--- src/rtl/uart_loop_fifo.sv ---
// -----------------------------------------------------------------------------
// uart_loop_fifo
//
// Byte buffer sitting between uart_rx and uart_tx in the UART loopback path.
// Received bytes arrive as one-cycle strobes and are queued in a circular
// FIFO. A three-state drain FSM hands them to uart_tx one at a time using a
// level-held request (o_send_en) and the transmitter's busy flag.
//
// A byte leaves the FIFO only when its transmission has completed (busy seen
// high and then low again). Its slot therefore cannot be reused while the
// byte is still being sent.
//
// Ports
//   i_sys_clk    system clock
//   i_rst_n      asynchronous active-low reset
//   i_recv_en    one-cycle strobe: i_recv_data holds a valid byte
//   i_recv_data  received byte
//   o_send_en    transmit request to uart_tx (level)
//   o_send_data  byte to transmit, stable while o_send_en=1
//   i_send_busy  uart_tx busy flag
//   o_fifo_cnt   current occupancy, 0..DEPTH
//   o_empty      occupancy is zero
//   o_full       occupancy is DEPTH
//   o_overflow   sticky: a byte was dropped because the FIFO was full
//   i_clr_ovf    one-cycle clear for o_overflow (a coincident drop wins)
// -----------------------------------------------------------------------------
module uart_loop_fifo #(
  parameter  int DEPTH  = 16,
  parameter  int DATA_W = 8,
  localparam int CNT_W  = $clog2(DEPTH) + 1
) (
  input  logic              i_sys_clk,
  input  logic              i_rst_n,
  input  logic              i_recv_en,
  input  logic [DATA_W-1:0] i_recv_data,
  output logic              o_send_en,
  output logic [DATA_W-1:0] o_send_data,
  input  logic              i_send_busy,
  output logic [CNT_W-1:0]  o_fifo_cnt,
  output logic              o_empty,
  output logic              o_full,
  output logic              o_overflow,
  input  logic              i_clr_ovf
);

  localparam int PTR_W = $clog2(DEPTH);

  typedef enum logic [1:0] {
    ST_IDLE = 2'd0,
    ST_REQ  = 2'd1,
    ST_DONE = 2'd2
  } state_t;

  // Storage and bookkeeping
  logic [DATA_W-1:0] mem_r [DEPTH];
  logic [PTR_W-1:0]  wr_ptr_r;
  logic [PTR_W-1:0]  rd_ptr_r;
  logic [CNT_W-1:0]  count_r;
  logic [CNT_W-1:0]  count_nxt_s;
  logic              empty_r;
  logic              full_r;
  logic              overflow_r;

  // Drain FSM
  state_t            state_r;
  logic              send_en_r;
  logic [DATA_W-1:0] send_data_r;

  // Handshake events
  logic              push_s;
  logic              pop_s;

  // The full decision uses the registered flag, so a byte arriving while full
  // is dropped even if a pop completes in the same cycle.
  assign push_s = i_recv_en & ~full_r;

  // A pop happens only when the transmitter drops busy after accepting the
  // byte, i.e. on the DONE -> IDLE transition.
  assign pop_s  = (state_r == ST_DONE) & ~i_send_busy;

  // Next-state occupancy; simultaneous push and pop leave it unchanged.
  always_comb begin
    count_nxt_s = count_r;
    case ({push_s, pop_s})
      2'b10:   count_nxt_s = count_r + CNT_W'(1);
      2'b01:   count_nxt_s = count_r - CNT_W'(1);
      default: count_nxt_s = count_r;
    endcase
  end

  // Byte storage; contents are deliberately left out of reset.
  always_ff @(posedge i_sys_clk) begin
    if (push_s) begin
      mem_r[wr_ptr_r] <= i_recv_data;
    end
  end

  // Write pointer; wraps naturally because DEPTH is a power of two.
  always_ff @(posedge i_sys_clk or negedge i_rst_n) begin
    if (!i_rst_n) begin
      wr_ptr_r <= PTR_W'(0);
    end else if (push_s) begin
      wr_ptr_r <= wr_ptr_r + PTR_W'(1);
    end else begin
      wr_ptr_r <= wr_ptr_r;
    end
  end

  // Read pointer; advances only when a transmission has completed.
  always_ff @(posedge i_sys_clk or negedge i_rst_n) begin
    if (!i_rst_n) begin
      rd_ptr_r <= PTR_W'(0);
    end else if (pop_s) begin
      rd_ptr_r <= rd_ptr_r + PTR_W'(1);
    end else begin
      rd_ptr_r <= rd_ptr_r;
    end
  end

  // Occupancy counter and status flags, all taken from the next-state count
  // so they agree with each other in every cycle.
  always_ff @(posedge i_sys_clk or negedge i_rst_n) begin
    if (!i_rst_n) begin
      count_r <= CNT_W'(0);
      empty_r <= 1'b1;
      full_r  <= 1'b0;
    end else begin
      count_r <= count_nxt_s;
      empty_r <= (count_nxt_s == CNT_W'(0));
      full_r  <= (count_nxt_s == CNT_W'(DEPTH));
    end
  end

  // Sticky overflow flag; a dropped byte takes priority over a clear.
  always_ff @(posedge i_sys_clk or negedge i_rst_n) begin
    if (!i_rst_n) begin
      overflow_r <= 1'b0;
    end else if (i_recv_en && full_r) begin
      overflow_r <= 1'b1;
    end else if (i_clr_ovf) begin
      overflow_r <= 1'b0;
    end else begin
      overflow_r <= overflow_r;
    end
  end

  // Drain FSM with registered request and data. IDLE waits for data and an
  // idle transmitter, REQ waits for the transmitter to take the byte, and
  // DONE waits for it to finish. Leaving DONE drops the request for at least
  // one cycle, because IDLE can only raise it again on the following edge.
  always_ff @(posedge i_sys_clk or negedge i_rst_n) begin
    if (!i_rst_n) begin
      state_r     <= ST_IDLE;
      send_en_r   <= 1'b0;
      send_data_r <= DATA_W'(0);
    end else begin
      case (state_r)
        ST_IDLE: begin
          if (!empty_r && !i_send_busy) begin
            send_data_r <= mem_r[rd_ptr_r];
            send_en_r   <= 1'b1;
            state_r     <= ST_REQ;
          end else begin
            send_en_r   <= 1'b0;
            state_r     <= ST_IDLE;
          end
        end
        ST_REQ: begin
          send_en_r <= 1'b1;
          if (i_send_busy) begin
            state_r <= ST_DONE;
          end else begin
            state_r <= ST_REQ;
          end
        end
        ST_DONE: begin
          if (!i_send_busy) begin
            send_en_r <= 1'b0;
            state_r   <= ST_IDLE;
          end else begin
            send_en_r <= 1'b1;
            state_r   <= ST_DONE;
          end
        end
        default: begin
          send_en_r <= 1'b0;
          state_r   <= ST_IDLE;
        end
      endcase
    end
  end

  assign o_send_en   = send_en_r;
  assign o_send_data = send_data_r;
  assign o_fifo_cnt  = count_r;
  assign o_empty     = empty_r;
  assign o_full      = full_r;
  assign o_overflow  = overflow_r;

endmodule

--- config.mk ---
export PLATFORM = sky130hd
export DESIGN_NAME = uart_loop_fifo
export DESIGN_NICKNAME = d
export VERILOG_FILES = /design/src/rtl/uart_loop_fifo.sv
export SDC_FILE = /design/constraint.sdc
export NUM_CORES = 1
export LEC_CHECK = 0
export ABC_AREA = 1
export CAP_MARGIN = 20
export CORE_ASPECT_RATIO = 0.75
export CORE_UTILIZATION = 30
export CTS_CLUSTER_SIZE = 16
export DETAILED_ROUTE_END_ITERATION = 10
export GPL_TIMING_DRIVEN = 0
export PLACE_DENSITY = 0.47
export SLEW_MARGIN = 20
export SYNTH_ARGS = -nofsm -noshare
export SYNTH_HDL_FRONTEND = slang
export SYNTH_SLANG_ARGS = --single-unit
--- constraint.sdc ---
create_clock -name i_sys_clk -period 3.5 [get_ports i_sys_clk]
set_input_delay 0.525 -clock i_sys_clk [delete_from_list [all_inputs] [get_ports i_sys_clk]]
set_output_delay 0.525 -clock i_sys_clk [all_outputs]
set_load 0.005 [all_outputs]
==> report_table.html <==
<table>
<tr><th>Metric</th><th>Value</th></tr>
<tr><th colspan="2">Clocking</th></tr>
<tr><td>Cells resized by post-CTS repair</td><td>0</td></tr>
<tr><td>Clock tree buffer depth</td><td>2</td></tr>
<tr><td>Clock latency reported for the late side of the worst-skew pair</td><td>about 0.43 ns</td></tr>
<tr><td>Clk sink count</td><td>approximately 160</td></tr>
<tr><td>Root cell of the clock tree</td><td>sky130_fd_sc_hd__clkbuf_16</td></tr>
<tr><td>Clock tree from TritonCTS</td><td>built</td></tr>
<tr><td>Number of setup buffers added after CTS</td><td>0</td></tr>
<tr><td>Total number of H-tree levels</td><td>4</td></tr>
<tr><td>Post-CTS clock slew at the launch and capture registers of the worst setup and hold paths</td><td>0.06 ns</td></tr>
<tr><td>Count of hold-fix buffers inserted at cts</td><td>0</td></tr>
<tr><td>TritonCTS Buffers</td><td>17</td></tr>
<tr><th colspan="2">Critical path</th></tr>
<tr><td>Cell count of the worst reg-to-reg path</td><td>6</td></tr>
<tr><td>Arrival time at the worst endpoint</td><td>2.77 ns</td></tr>
<tr><td>Worst setup slack for register-to-register paths</td><td>about 1.1 ns</td></tr>
<tr><td>Highest fanout seen on the critical path</td><td>6</td></tr>
<tr><td>First element of the critical path</td><td>i_send_busy</td></tr>
<tr><td>Endpoint of the worst-slack reg-to-reg timing path</td><td>o_send_data[1]</td></tr>
<tr><td>Kind of critical path</td><td>in2reg</td></tr>
<tr><td>Data required time at the worst endpoint</td><td>3.86 ns</td></tr>
<tr><td>Endpoint class of the critical path</td><td>flip-flop</td></tr>
<tr><td>Nature of the critical path startpoint</td><td>primary input</td></tr>
<tr><td>Critical register-to-register path startpoint</td><td>rd_ptr_r[1]</td></tr>
<tr><th colspan="2">Timing</th></tr>
<tr><td>Achievable clock frequency</td><td>415 MHz</td></tr>
<tr><td>Min Tclk post-route</td><td>2.41 ns</td></tr>
<tr><td>Accumulated negative setup slack</td><td>0 ns</td></tr>
<tr><td>Final count of negative-setup-slack endpoints</td><td>0</td></tr>
<tr><td>Pins over their slew limit</td><td>0</td></tr>
<tr><td>Fin Clk Skew</td><td>0.0127 ns</td></tr>
<tr><td>Pin slew with the least headroom to its limit</td><td>0.922 ns</td></tr>
<tr><td>Number of hold-slack violations in the final timing report</td><td>0</td></tr>
<tr><td>RSZ-0062 raised after global routing</td><td>no</td></tr>
<tr><td>Tightest slew margin relative to the limit</td><td>38.3%</td></tr>
<tr><td>Hold slack</td><td>~0.15 ns</td></tr>
<tr><td>Share of the cycle needed by the critical path after routing</td><td>68.8%</td></tr>
<tr><td>Final setup slack of the worst path</td><td>1.09 ns</td></tr>
<tr><th colspan="2">Logic synthesis</th></tr>
<tr><td>Synthesized area per cell</td><td>approximately 12 µm²</td></tr>
<tr><td>Net Count, Synth</td><td>~530</td></tr>
<tr><td>Xor/xnor cell area share of the yosys netlist</td><td>0.964%</td></tr>
<tr><td>Mux share of post-synthesis cell area</td><td>0%</td></tr>
<tr><td>Post-synthesis adder-cell area fraction</td><td>1.38%</td></tr>
<tr><td>Number of unique standard cell types used by synthesis</td><td>31</td></tr>
<tr><td>Post-synthesis simple-gate area fraction</td><td>a little under an eighth</td></tr>
<tr><td>Complex-gate fraction of the synthesized area</td><td>a little under an eighth</td></tr>
<tr><td>Total number of yosys warnings</td><td>0</td></tr>
<tr><td>Synth Register Bits</td><td>155</td></tr>
<tr><td>Post-synthesis cell count</td><td>between 500 and 600</td></tr>
<tr><td>Portion of the post-synthesis area used by sequential elements</td><td>71.1%</td></tr>
<tr><td>Main combinational cell family by area after synthesis</td><td>simple AND/OR/NAND/NOR gates</td></tr>
<tr><td>Combined area of all synthesized cells</td><td>6360 µm²</td></tr>
<tr><th colspan="2">Floorplanning</th></tr>
<tr><td>Vert. Die Dim</td><td>128 µm</td></tr>
<tr><td>Effective utilization at floorplan</td><td>between 30% and 40%</td></tr>
<tr><td>Horizontal extent of the die</td><td>between 150 and 200 µm</td></tr>
<tr><td>Placeable core area</td><td>20,500 µm²</td></tr>
<tr><td>Die area</td><td>roughly 22,000 µm²</td></tr>
<tr><td>Num rows</td><td>between 40 and 50</td></tr>
<tr><td>I/O pin total</td><td>30</td></tr>
<tr><th colspan="2">Worst hold path</th></tr>
<tr><td>Hold crit path type</td><td>in2async</td></tr>
<tr><th colspan="2">Place</th></tr>
<tr><td>Count of placed standard cells including taps</td><td>roughly 820</td></tr>
<tr><td>Pre-CTS setup slack</td><td>0.650 ns</td></tr>
<tr><td>Number of buffers inserted by port buffering</td><td>29</td></tr>
<tr><td>Final weighted congestion in routability-driven placement</td><td>~0.84</td></tr>
<tr><td>DP HPWL</td><td>about 12,000 µm</td></tr>
<tr><th colspan="2">Power</th></tr>
<tr><td>Leakage power</td><td>2.59 nW</td></tr>
<tr><td>Total net switching power</td><td>2.37 mW</td></tr>
<tr><td>Cell internal power dissipation</td><td>between 4 and 5 mW</td></tr>
<tr><td>Relative contribution of combinational cells to total power</td><td>34.2%</td></tr>
<tr><td>Switching share of power</td><td>a little under two fifths</td></tr>
<tr><td>PwrDens</td><td>roughly 850 nW/µm²</td></tr>
<tr><td>Register share of total power</td><td>about two fifths</td></tr>
<tr><td>Clock power share</td><td>27.0%</td></tr>
<tr><td>Worst voltage drop across the vdd grid</td><td>0.320 mV</td></tr>
<tr><th colspan="2">Drt</th></tr>
<tr><td>Vias/cell</td><td>4.92</td></tr>
<tr><td>Post-route DRC</td><td>0</td></tr>
<tr><td>Via total after detailed routing</td><td>4,195</td></tr>
<tr><td>Post-DRT Antenna Nets</td><td>0</td></tr>
<tr><td>Routed length per placed instance</td><td>around 20 µm</td></tr>
<tr><td>First-pass detailed-route iteration total</td><td>4</td></tr>
<tr><td>Overall routed net length</td><td>17,200 µm</td></tr>
<tr><td>Drt first-iter violations</td><td>356</td></tr>
<tr><th colspan="2">Layout</th></tr>
<tr><td>Final net count</td><td>~580</td></tr>
<tr><td>Commonest non-fill, non-tap cell in the layout</td><td>sky130_fd_sc_hd__edfxtp_1</td></tr>
<tr><td>Number of inserted filler cells in the final layout</td><td>2,006</td></tr>
<tr><td>Most used cells in the layout excluding fill and tap cells</td><td>sky130_fd_sc_hd__edfxtp_1 (128), sky130_fd_sc_hd__nor2_1 (89), sky130_fd_sc_hd__o21ai_0 (75)</td></tr>
<tr><td>Diodes inserted</td><td>0</td></tr>
<tr><td>Final non-filler cell total</td><td>852</td></tr>
<tr><td>Share of post-route cells with drive strength above 1</td><td>between 10% and 20%</td></tr>
<tr><td>Area growth syn-to-layout</td><td>18.5%</td></tr>
<tr><th colspan="2">Global routing</th></tr>
<tr><td>Via count of the first global-routing pass</td><td>4,088</td></tr>
<tr><td>Global-route wire length before repair</td><td>25,900 µm</td></tr>
<tr><td>Grt total ovfl</td><td>0</td></tr>
<tr><td>Number of antenna violations at the first check in global routing</td><td>1</td></tr>
<tr><td>Pin count of the biggest net entering global routing</td><td>28</td></tr>
<tr><td>Global router's overall resource usage</td><td>~17%</td></tr>
<tr><th colspan="2">Status</th></tr>
<tr><td>Run status</td><td>complete, no violations</td></tr>
<tr><th colspan="2">Run</th></tr>
<tr><td>Max-cap violation count</td><td>0</td></tr>
</table>
## synthesized netlist by cell type
master	instances	area, µm²
sky130_fd_sc_hd__or2_2	1	6.26
sky130_fd_sc_hd__a31oi_1	8	50.1
sky130_fd_sc_hd__buf_1	2	7.51
sky130_fd_sc_hd__a21oi_1	13	65.1
sky130_fd_sc_hd__ha_1	7	87.6
sky130_fd_sc_hd__nand4_2	1	12.5
sky130_fd_sc_hd__dfstp_2	1	26.3
sky130_fd_sc_hd__nor4_4	1	21.3
sky130_fd_sc_hd__buf_4	1	7.51
sky130_fd_sc_hd__nor2_1	89	334
sky130_fd_sc_hd__inv_1	27	101
sky130_fd_sc_hd__o221ai_1	20	175
sky130_fd_sc_hd__clkbuf_1	17	63.8
sky130_fd_sc_hd__xor2_1	6	52.6
sky130_fd_sc_hd__xnor2_1	1	8.76
sky130_fd_sc_hd__o21ai_0	75	375
sky130_fd_sc_hd__nand3_4	1	17.5
sky130_fd_sc_hd__o21ai_1	2	10.0
sky130_fd_sc_hd__inv_2	4	15.0
sky130_fd_sc_hd__nand3_2	6	60.1
sky130_fd_sc_hd__nor2_4	1	11.3
sky130_fd_sc_hd__nand3_1	16	80.1
sky130_fd_sc_hd__nor2_2	2	12.5
sky130_fd_sc_hd__dfrtp_1	26	651
sky130_fd_sc_hd__nand4_1	5	31.3
sky130_fd_sc_hd__o211ai_1	1	7.51
sky130_fd_sc_hd__buf_2	5	25.0
sky130_fd_sc_hd__nand2_1	30	113
sky130_fd_sc_hd__edfxtp_1	128	3840
sky130_fd_sc_hd__o22ai_1	6	37.5
sky130_fd_sc_hd__nand2_2	8	50.1
## final cells by class
class,count,area (µm²),share of cell area [%]
well taps,282,353,4.68
plain buffers,25,104,1.38
flip-flops and latches,155,4520,60.0
inverters,31,116,1.54
clock buffers,19,433,5.74
clock inverters,11,105,1.39
repair buffers,29,285,3.79
multi-input cells,300,1620,21.5
## through the flow
stage / area, µm² / total power, mW / util, %
3_5_place_dp: 7000 / 4.70 / 34.1
6_report: 7540 / 6.40 / 36.8
4_1_cts: 7540 / 6.42 / 36.8
3_3_place_gp: 7000 / 4.66 / 34.2
5_1_grt: 7540 / 6.76 / 36.8
2_1_floorplan: 6360 / 3.76 / -
## registers in the layout (all words and copies together), names as in the netlist
signal and cells:
mem_r 128, o_empty 1, o_fifo_cnt 5, o_full 1, o_overflow 1, o_send_data 8, o_send_en 1, rd_ptr_r 4
state_r 2, wr_ptr_r 4
## worst max-delay path, cell delays in order
cell	delay, ns
sky130_fd_sc_hd__clkdlybuf4s50_1	0.64
sky130_fd_sc_hd__inv_1	0.11
sky130_fd_sc_hd__nand3_2	0.11
sky130_fd_sc_hd__inv_2	0.08
sky130_fd_sc_hd__nand3_1	0.07
sky130_fd_sc_hd__nand2_1	0.08
sky130_fd_sc_hd__ha_1	0.26
sky130_fd_sc_hd__o21ai_0	0.15
sky130_fd_sc_hd__inv_1	0.07
sky130_fd_sc_hd__or2_2	0.28
sky130_fd_sc_hd__nor2_2	0.16
sky130_fd_sc_hd__nand3_2	0.12
sky130_fd_sc_hd__nor2_2	0.11
## how the worst max path moves through the flow
stage | to | slack [ns]
floorplan | o_full | 1.53
global placement | o_full | 0.66
detailed placement | o_full | 0.65
CTS | o_full | 1.08
global route | o_empty | 0.87
finish | o_full | 1.09
## metal layers
| layer | up-vias | GRT usage [%] | routed length (µm) |
|---|---|---|---|
| met4 | 0 | 5.67 | 215 |
| li1 | 1953 | - | - |
| met3 | 16 | 3.74 | 1190 |
| met1 | 2088 | 25.5 | 8550 |
| met2 | 138 | 23.6 | 7230 |
| met5 | - | 0 | 0 |
## cell families (layout without fill, tap and decap cells)
kind of cell,Yosys count,in the layout
simple gates,161,161
buf+inv,56,115
fa+ha+maj,7,7
xor+xnor,7,7
compound gates,125,125
flops,155,155
## power by group through the flow
stage          clock network (mW)  logic [mW]  registers (mW)
2_1_floorplan                   0        1.28            2.47
3_3_place_gp                    0        2.15            2.51
3_5_place_dp                    0        2.18            2.52
4_1_cts                      1.74        2.19            2.49
5_1_grt                      1.82        2.42            2.52
6_report                     1.73        2.19            2.48
Note: power is estimated with default switching activity, not from simulation.
